[config.mk]
export PLATFORM = sky130hd
export DESIGN_NAME = chunk_serial_adder
export DESIGN_NICKNAME = d
export VERILOG_FILES = /design/src/rtl/chunk_serial_adder.sv
export SDC_FILE = /design/constraint.sdc
export NUM_CORES = 1
export LEC_CHECK = 0
export ABC_AREA = 1
export BUFFER_PORTS_ARGS = -buffer_cell sky130_fd_sc_hd__buf_2
export CORE_MARGIN = 2
export CORE_UTILIZATION = 50
export DETAILED_ROUTE_END_ITERATION = 8
export PLACE_DENSITY = 0.73
export SETUP_SLACK_MARGIN = 0.5
export SKIP_LAST_GASP = 1
export SLEW_MARGIN = 10
export SYNTH_ARGS = -nofsm -noshare
export SYNTH_HDL_FRONTEND = slang
export SYNTH_SLANG_ARGS = --single-unit
[constraint.sdc]
create_clock -name clk -period 2.7 [get_ports clk]
set_input_delay 0.135 -clock clk [delete_from_list [all_inputs] [get_ports clk]]
set_output_delay 0.135 -clock clk [all_outputs]
set_load 0.03 [all_outputs]
[src/rtl/chunk_serial_adder.sv]
// -----------------------------------------------------------------------------
// chunk_serial_adder
//
// Multi-cycle adder/subtractor that processes CHUNK bits per clock. A
// WIDTH-bit operation takes N = WIDTH/CHUNK BUSY cycles, followed by a
// single DONE cycle. WIDTH must be an integer multiple of CHUNK, and CHUNK
// must be at least 1.
//
// Ports:
//   clk    in   1      rising-edge clock
//   rst    in   1      asynchronous active-high reset
//   start  in   1      operation request (accepted in IDLE or DONE)
//   sub    in   1      0 = a + b + cin, 1 = a - b (cin ignored)
//   a      in   WIDTH  operand A (unsigned or two's complement)
//   b      in   WIDTH  operand B
//   cin    in   1      carry-in, add mode only
//   busy   out  1      high while chunks are being processed
//   done   out  1      one-cycle pulse: q/cout/ovf just updated
//   q      out  WIDTH  result, held until the next completion
//   cout   out  1      carry out of the MSB (subtract: 1 = no borrow)
//   ovf    out  1      signed two's-complement overflow
// -----------------------------------------------------------------------------
module chunk_serial_adder #(
  parameter int WIDTH = 16,
  parameter int CHUNK = 4
) (
  input  logic             clk,
  input  logic             rst,
  input  logic             start,
  input  logic             sub,
  input  logic [WIDTH-1:0] a,
  input  logic [WIDTH-1:0] b,
  input  logic             cin,
  output logic             busy,
  output logic             done,
  output logic [WIDTH-1:0] q,
  output logic             cout,
  output logic             ovf
);

  localparam int N  = WIDTH / CHUNK;
  localparam int CW = (N > 1) ? $clog2(N) : 1;

  localparam logic [1:0] IDLE = 2'd0;
  localparam logic [1:0] BUSY = 2'd1;
  localparam logic [1:0] DONE = 2'd2;

  logic [1:0]       state;
  logic [CW-1:0]    cnt;
  logic             carry;
  // Operand copies are shifted right one chunk per cycle, so the chunk being
  // processed is always in the low CHUNK bits.
  logic [WIDTH-1:0] a_reg;
  logic [WIDTH-1:0] b_reg;
  // Result shadow fills from the top; after N shifts every chunk sits at its
  // own bit position. Kept apart from q so q holds the previous result.
  logic [WIDTH-1:0] shadow;

  logic [CHUNK:0]   csum;
  logic             carry_msb;
  logic [WIDTH-1:0] shadow_next;
  logic             last;

  // NOTE: every variable written here gets a value on every path first,
  // otherwise synthesis infers a latch.
  always_comb begin
    csum        = '0;
    carry_msb   = 1'b0;
    shadow_next = '0;
    csum        = {1'b0, a_reg[CHUNK-1:0]} + {1'b0, b_reg[CHUNK-1:0]}
                + (CHUNK+1)'(carry);
    // Carry into the chunk's top bit, recovered from the sum bit.
    carry_msb   = a_reg[CHUNK-1] ^ b_reg[CHUNK-1] ^ csum[CHUNK-1];
    shadow_next = (shadow >> CHUNK)
                | (WIDTH'(csum[CHUNK-1:0]) << (WIDTH - CHUNK));
  end

  assign last = (cnt == CW'(N - 1));
  assign busy = (state == BUSY);
  assign done = (state == DONE);

  // NOTE: non-blocking assignments so every register samples pre-edge values
  // regardless of statement order.
  always_ff @(posedge clk or posedge rst) begin
    if (rst) begin
      state  <= IDLE;
      cnt    <= '0;
      carry  <= 1'b0;
      a_reg  <= '0;
      b_reg  <= '0;
      shadow <= '0;
      q      <= '0;
      cout   <= 1'b0;
      ovf    <= 1'b0;
    end else begin
      case (state)
        IDLE, DONE: begin
          if (start) begin
            a_reg <= a;
            b_reg <= sub ? ~b : b;
            carry <= sub ? 1'b1 : cin;
            cnt   <= '0;
            state <= BUSY;
          end else begin
            state <= IDLE;
          end
        end
        BUSY: begin
          a_reg  <= a_reg >> CHUNK;
          b_reg  <= b_reg >> CHUNK;
          carry  <= csum[CHUNK];
          shadow <= shadow_next;
          cnt    <= cnt + CW'(1);
          if (last) begin
            q     <= shadow_next;
            cout  <= csum[CHUNK];
            ovf   <= carry_msb ^ csum[CHUNK];
            state <= DONE;
          end
        end
        default: state <= IDLE;
      endcase
    end
  end

endmodule

==> metrics.md, run 1 <==
| Metric | Value |
|---|---|
| Root Buffer | `clkbuf_8` |
| Worst EP arrival | `1.93 ns` |
| Yosys cell types | `24` |
| Port-buffer cells | `56` |
| Via-to-Cell Ratio | `4.99` |
| I/O pins | `57` |
| Achievable frequency | `0.586 GHz` |
| Syn Std Cell Area | `3010 sq um` |
| Final net count | `434` |
| Number of synthesized register bits | `67` |
| Number of max-cap violations | `0` |
| Slew HR | `59.8%` |
| Leak | `1.79 nW` |
| Routed wire per std cell | `12.5 microns` |
| Setup TNS | `0 ns` |
| Chip width | `81.5 microns` |
| GR Overflow Total | `0` |
| Synthesized area per cell | `9.00 sq um` |
| Final Skew | `0.00510 ns` |
| Final Slew Violations | `0` |
| Syn_nets | `377` |
| Final hold violations | `0` |
| CTS tree | `done` |
| Share of cells above drive strength 1 | `20.8%` |
| RePlAce Congestion | `0.886` |
| Actual slew at the worst max-slew pin | `0.603 ns` |
| Peak supply drop | `612 uV` |
| CP endpoint kind | `flip-flop` |
| CP Launch Type | `flip-flop` |
| Cells after Synth | `334` |
| CP Data Required Time | `2.93 ns` |
| Power density over the cells | `1250 nW/um^2` |
| Detailed placement HPWL | `3790 microns` |
| Sequential share of the synthesized area | `55.8%` |
| CTS resizes | `0` |
| WS Path Type | `flip-flop to flip-flop` |
| RSZ-0062 raised after global routing | `false` |
| Post-DP Area | `3310 sq um` |
| Worst skew pair latency | `0.34 ns` |
| Die area | `6650 sq um` |
| Vias in the first global route | `2193` |
| Largest net degree at the start of global routing | `68` |
| # setup viols final | `0` |
| DRT antenna net count | `0` |
| Mux contribution to synthesized area | `0%` |
| Fin area | `3510 sq um` |
| Pwr Total | `4.39 mW` |
| XOR/XNOR Fraction of Synth Area | `2.91%` |
| CTS Buffer Depth | `2` |
| Area delta synth->final | `16.7%` |
| GRT Total Usage | `20.2%` |
| Adder-cell share of the synthesized area | `3.00%` |
| Footprint of the multi-input gates | `1120 sq um` |
| First-pass GRT wire length | `9930 microns` |
| Warnings, synthesis | `0` |
| Initial antenna violation count | `0` |
| Sink Count | `67` |
| Clk slew on worst S/H paths | `0.07 ns` |
| Row count | `28` |
| Register area | `1680 sq um` |
| Final min period | `1.71 ns` |
| Part of the cycle the worst path needs | `63.2%` |
| ANT cells | `0` |
| Initial core utilization | `51.4%` |
| Area of the core | `5850 sq um` |
| Min-Delay Path Class | `input port to flip-flop` |
| H-tree depth | `3` |
| Status | `finished, final reports clean` |
| Main combinational cell family by area after synthesis | `simple AND/OR/NAND/NOR gates` |
| Synth Area in Compound Gates | `11.3%` |
| Die height | `81.5 microns` |
| DR pass1 iterations | `4` |
| Initial drt markers | `126` |
| Routed via count | `2347` |
| Simple-gate portion of the synthesized area | `20.0%` |
| Crit-path max FO | `3` |
| CTS buffer count | `9` |
| # fillers | `535` |
| Drt total wl | `5880 microns` |
| # DRC | `0` |
| Worst R2R Path Depth | `10` |
| Hold path depth | `3` |
==> cell type report <==
class	instances	area share [%]
Sequential cell	67	47.8
Multi-Input combinational cell	224	31.9
Timing Repair Buffer	62	9.92
Clock buffer	12	4.14
Inverter	27	3.10
Tap cell	75	2.68
Clock inverter	3	0.428
==> power breakdown <==
group	total (mW)	switching (mW)	internal, mW
Sequential	1.71	0.235	1.47
Combinational	1.98	1.32	0.664
Clock	0.702	0.353	0.349
Total	4.39	1.90	2.49
==> kinds of logic after synthesis <==
family	Yosys count
fa+ha+maj	6
simple gates	147
compound gates	61
flops	67
xor+xnor	10
buf+inv	43
==> through the flow <==
| step | utilization (%) | instances | hold WS (ns) | worst slack (ns) |
|---|---|---|---|---|
| global placement | 56.5 | 451 | 0.234 | 1.06 |
| floorplan | - | 334 | 0.256 | 0.882 |
| global route | 59.9 | 470 | 0.00671 | 0.846 |
| CTS | 59.9 | 470 | 0.00303 | 1.00 |
| detailed placement | 56.5 | 451 | 0.236 | 1.02 |
| finish | 59.9 | 470 | 0.0133 | 0.994 |
==> worst max-delay path: stages, from the launching register on <==
cell and delay, ns:
dfrtp_1 0.40, fa_1 0.46, inv_1 0.09, fa_1 0.21, inv_1 0.06, nand2_1 0.05, nand2_1 0.05, nand2_1 0.09
nand2_1 0.06, nand3_1 0.08, nand2_1 0.05
==> cell usage after synthesis, drive strengths merged <==
cell / count / area (sq um)
nor2: 4 / 15.0
xnor2: 8 / 70.1
inv: 27 / 109
nand2: 122 / 478
xor2: 2 / 17.5
o211ai: 12 / 90.1
a22o: 1 / 8.76
a21oi: 9 / 45.0
buf: 15 / 97.6
fa: 2 / 40.0
nand3: 19 / 95.1
clkbuf: 1 / 3.75
or2: 2 / 12.5
ha: 4 / 50.1
o22ai: 1 / 6.26
o21ai: 38 / 190
dfrtp: 67 / 1680
==> per-layer routing <==
metal / vias to the layer above / share of wire, % / global-route usage, %
met1: 1091 / 47 / 24.6
met3: 11 / 4.3 / 4.18
met4: 0 / 2.3 / 10.3
li1: 1185 / - / -
met2: 60 / 47 / 33.9
met5: - / 0 / 0
==> placed cells by master, fill, tap and decap left out, types with 9 or more instances in the layout <==
cell type  count
nand2_1      118
dfrtp_1       67
buf_2         56
o21ai_1       23
inv_1         22
nand3_1       19
o21ai_0       15
o211ai_1      12
clkbuf_8      10
a21oi_1        9
==> what timing repair did <==
| action | in CTS | in global routing |
|---|---|---|
| hold buffers | 4 | 0 |
| buffers inserted | 0 | 0 |
| endpoints found under the hold margin | 70 | 0 |
| setup endpoints to repair | 0 | 0 |
==> final timing paths <==
path | to | slack (ns) | from
min | a_reg[14] | 0.01 | a[14]
max reg2reg | ovf | 0.99 | carry
min reg2reg | q[1] | 0.47 | shadow[5]
min in group asynchronous | a_reg[12] | 0.41 | rst
max in group asynchronous | q[4] | 2.00 | rst
max | ovf | 0.99 | carry
No activity file was read; power rests on OpenSTA's default activity.
==> run 2: changes to the inputs <==
ABC_AREA = 0   (was 1)
clock period = 1.75 ns   (was 2.7 ns; I/O delays follow)
==> run 2 against run 1 <==
Hold slack better by 0.020 ns. Register-to-register slack worse by 0.94 ns. First-iteration DRC count up 0.79%. Global-route usage up 0.096 points. Largest cell class unchanged.
==> metrics.md, run 2 <==
| Metric | Value |
|---|---|
| DR pass1 iterations | `4` |
| # setup viols final | `0` |
| CP Data Required Time | `1.97 ns` |
| Warnings, synthesis | `0` |
| Vias in the first global route | `2041` |
| Routed via count | `2304` |
| Footprint of the multi-input gates | `1290 sq um` |
| Peak supply drop | `1020 uV` |
| Via-to-Cell Ratio | `5.35` |
| Worst skew pair latency | `0.34 ns` |
| CTS tree | `done` |
| Fin area | `4090 sq um` |
| Share of cells above drive strength 1 | `36.8%` |
| Most used DFF post-synth | `dfrtp_1` |
| DRT antenna net count | `0` |
| Commonest non-fill, non-tap cells in the layout | `dfrtp_1, nand2_1, buf_2` |
| Sequential share of the synthesized area | `57.4%` |
| Share of Yosys cell area claimed by the top area cell type | `57.4%` |
| Yosys cell types | `28` |
| Final Skew | `0.00634 ns` |
| Area delta synth->final | `40.1%` |
| Status | `finished, final reports clean` |
| CP Launch Type | `flip-flop` |
| Crit-path max FO | `3` |
| H-tree depth | `3` |
| Achievable frequency | `0.589 GHz` |
| Final Slew Violations | `0` |
| Largest net degree at the start of global routing | `45` |
| Slew HR | `62.9%` |
| Syn Std Cell Area | `2920 sq um` |
| Post-DP Area | `3280 sq um` |
| RSZ-0062 raised after global routing | `true` |
| RePlAce Congestion | `0.735` |
| Chip width | `80.4 microns` |
| Routed wire per std cell | `17.2 microns` |
| Actual slew at the worst max-slew pin | `0.555 ns` |
| Register area | `1680 sq um` |
| Final net count | `398` |
| CTS Buffer Depth | `2` |
| Power density over the cells | `2070 nW/um^2` |
| Ys async rst share | `100%` |
| Setup TNS | `0 ns` |
| # fillers | `390` |
| Initial core utilization | `52.4%` |
| Syn_nets | `303` |
| CP endpoint kind | `flip-flop` |
| Top post-synthesis cells by area | `dfrtp_1, nand2_1, xnor2_1` |
| Die height | `80.4 microns` |
| WS Path Type | `flip-flop to flip-flop` |
| Clk slew on worst S/H paths | `0.07 ns` |
| Number of max-cap violations | `0` |
| Sink Count | `67` |
| Leak | `1.99 nW` |
| Min-Delay Path Class | `input port to flip-flop` |
| Area of the core | `5570 sq um` |
| Part of the cycle the worst path needs | `97.1%` |
| Detailed placement HPWL | `3580 microns` |
| Initial antenna violation count | `0` |
| Final min period | `1.70 ns` |
| # DRC | `0` |
| CTS buffer count | `9` |
| Final hold violations | `0` |
| GRT Total Usage | `20.3%` |
| Most frequent cell after synthesis | `dfrtp_1` |
| Hold slack final | `0.0337 ns` |
| Port-buffer cells | `56` |
| GR Overflow Total | `0` |
| Cells after Synth | `260` |
| Number of synthesized flops with an enable pin | `0` |
| Row count | `27` |
| Initial drt markers | `127` |
| Largest area contributor in the synthesized netlist | `dfrtp_1` |
| Die area | `6470 sq um` |
| Drt total wl | `7420 microns` |
| Synth cell count leaders | `dfrtp_1, nand2_1, xnor2_1` |
| I/O pins | `57` |
| Most common cell after layout, fill and taps aside | `dfrtp_1` |
| Root Buffer | `clkbuf_8` |
| ANT cells | `0` |
| Number of synthesized register bits | `67` |
| First-pass GRT wire length | `9770 microns` |
| Worst EP arrival | `1.92 ns` |
| Synthesized area per cell | `11.2 sq um` |
## run 2: cell types whose count changed after synthesis, moves of 3 or more
cell | previous run | this run
a221o_1 | 0 | 13
inv_1 | 23 | 5
a22o_1 | 1 | 5
xnor2_1 | 8 | 17
o21ai_1 | 23 | 0
nor2_1 | 4 | 13
a22oi_1 | 0 | 11
nand2b_1 | 0 | 3
a21oi_1 | 9 | 1
nand3_1 | 19 | 0
o211ai_1 | 12 | 1
mux2_2 | 0 | 13
nand2_1 | 118 | 63
## run 2: worst paths after layout
kind,startpoint,depth (start not counted),end,slack (ns)
min in group asynchronous,rst,3,q[6],0.35
hold / removal,b[15],3,b_reg[15],0.03
max in group asynchronous,rst,4,a_reg[3],0.81
setup / recovery,b_reg[0],7,ovf,0.05
hold reg to reg,shadow[6],2,shadow[6],0.48
setup reg to reg,b_reg[0],7,ovf,0.05
## run 2: cells by family (layout without fill, tap and decap cells)
group	after synthesis	after routing	synth area share (%)
AO/OA/AOI/OAI	48	48	12.3
XOR/XNOR	19	19	5.70
adder cells (fa/ha/maj)	6	6	3.08
buffers and inverters	23	119	4.88
flip-flops	67	67	57.4
multiplexers	13	13	5.01
AND/OR/NAND/NOR	84	87	11.6
## run 2: routing by layer
metal | track usage, % | vias to the layer above | routed length [microns]
li1 | - | 1075 | -
met1 | 25.6 | 1147 | 2910
met2 | 33.9 | 68 | 4010
met3 | 4.04 | 14 | 351
met4 | 8.64 | 0 | 148
met5 | 0 | - | 0
## run 2: area by class of cell
cell class	instances	share of cell area, %
clock buffer	9	3.03
sequential	67	41.0
multi-input combinational	173	31.5
timing repair buffer	98	19.9
clock inverter	6	1.41
inverter	6	0.948
tap	72	2.20
## run 2: critical path: stages, from the launching register on
cell	delay [ns]
dfrtp_1	0.40
fa_2	0.41
inv_2	0.07
fa_2	0.20
nand2b_4	0.13
o2bb2ai_4	0.14
xnor2_2	0.13
o21ai_0	0.09
## run 2: report_power, final
group          internal (mW)  leakage, nW  switching [mW]
Combinational           2.15         1.05            2.37
Clock                  0.640       0.0946           0.585
Sequential              2.26        0.844           0.463
Total                   5.06         1.99            3.42
## run 2: stage by stage
step / utilization, % / std cells / setup WS (ns) / power (mW)
after floorplan: - / 260 / 0.168 / 5.13
after global placement: 58.9 / 376 / 0.130 / 5.56
after detailed placement: 58.9 / 376 / 0.0708 / 5.68
after CTS: 67.5 / 412 / 0.0931 / 7.34
after global routing: 73.4 / 431 / 0.00133 / 8.95
final: 73.4 / 431 / 0.0513 / 8.48
## run 2: timing repair
action / 4_1_cts / 5_1_grt
gates cloned: 2 / 4
setup endpoints to repair: 57 / 57
buffers inserted: 2 / 15
hold buffers: 17 / 0
pin swaps: 4 / 6
endpoints found under the hold margin: 39 / 0
gates resized for setup: 14 / 25
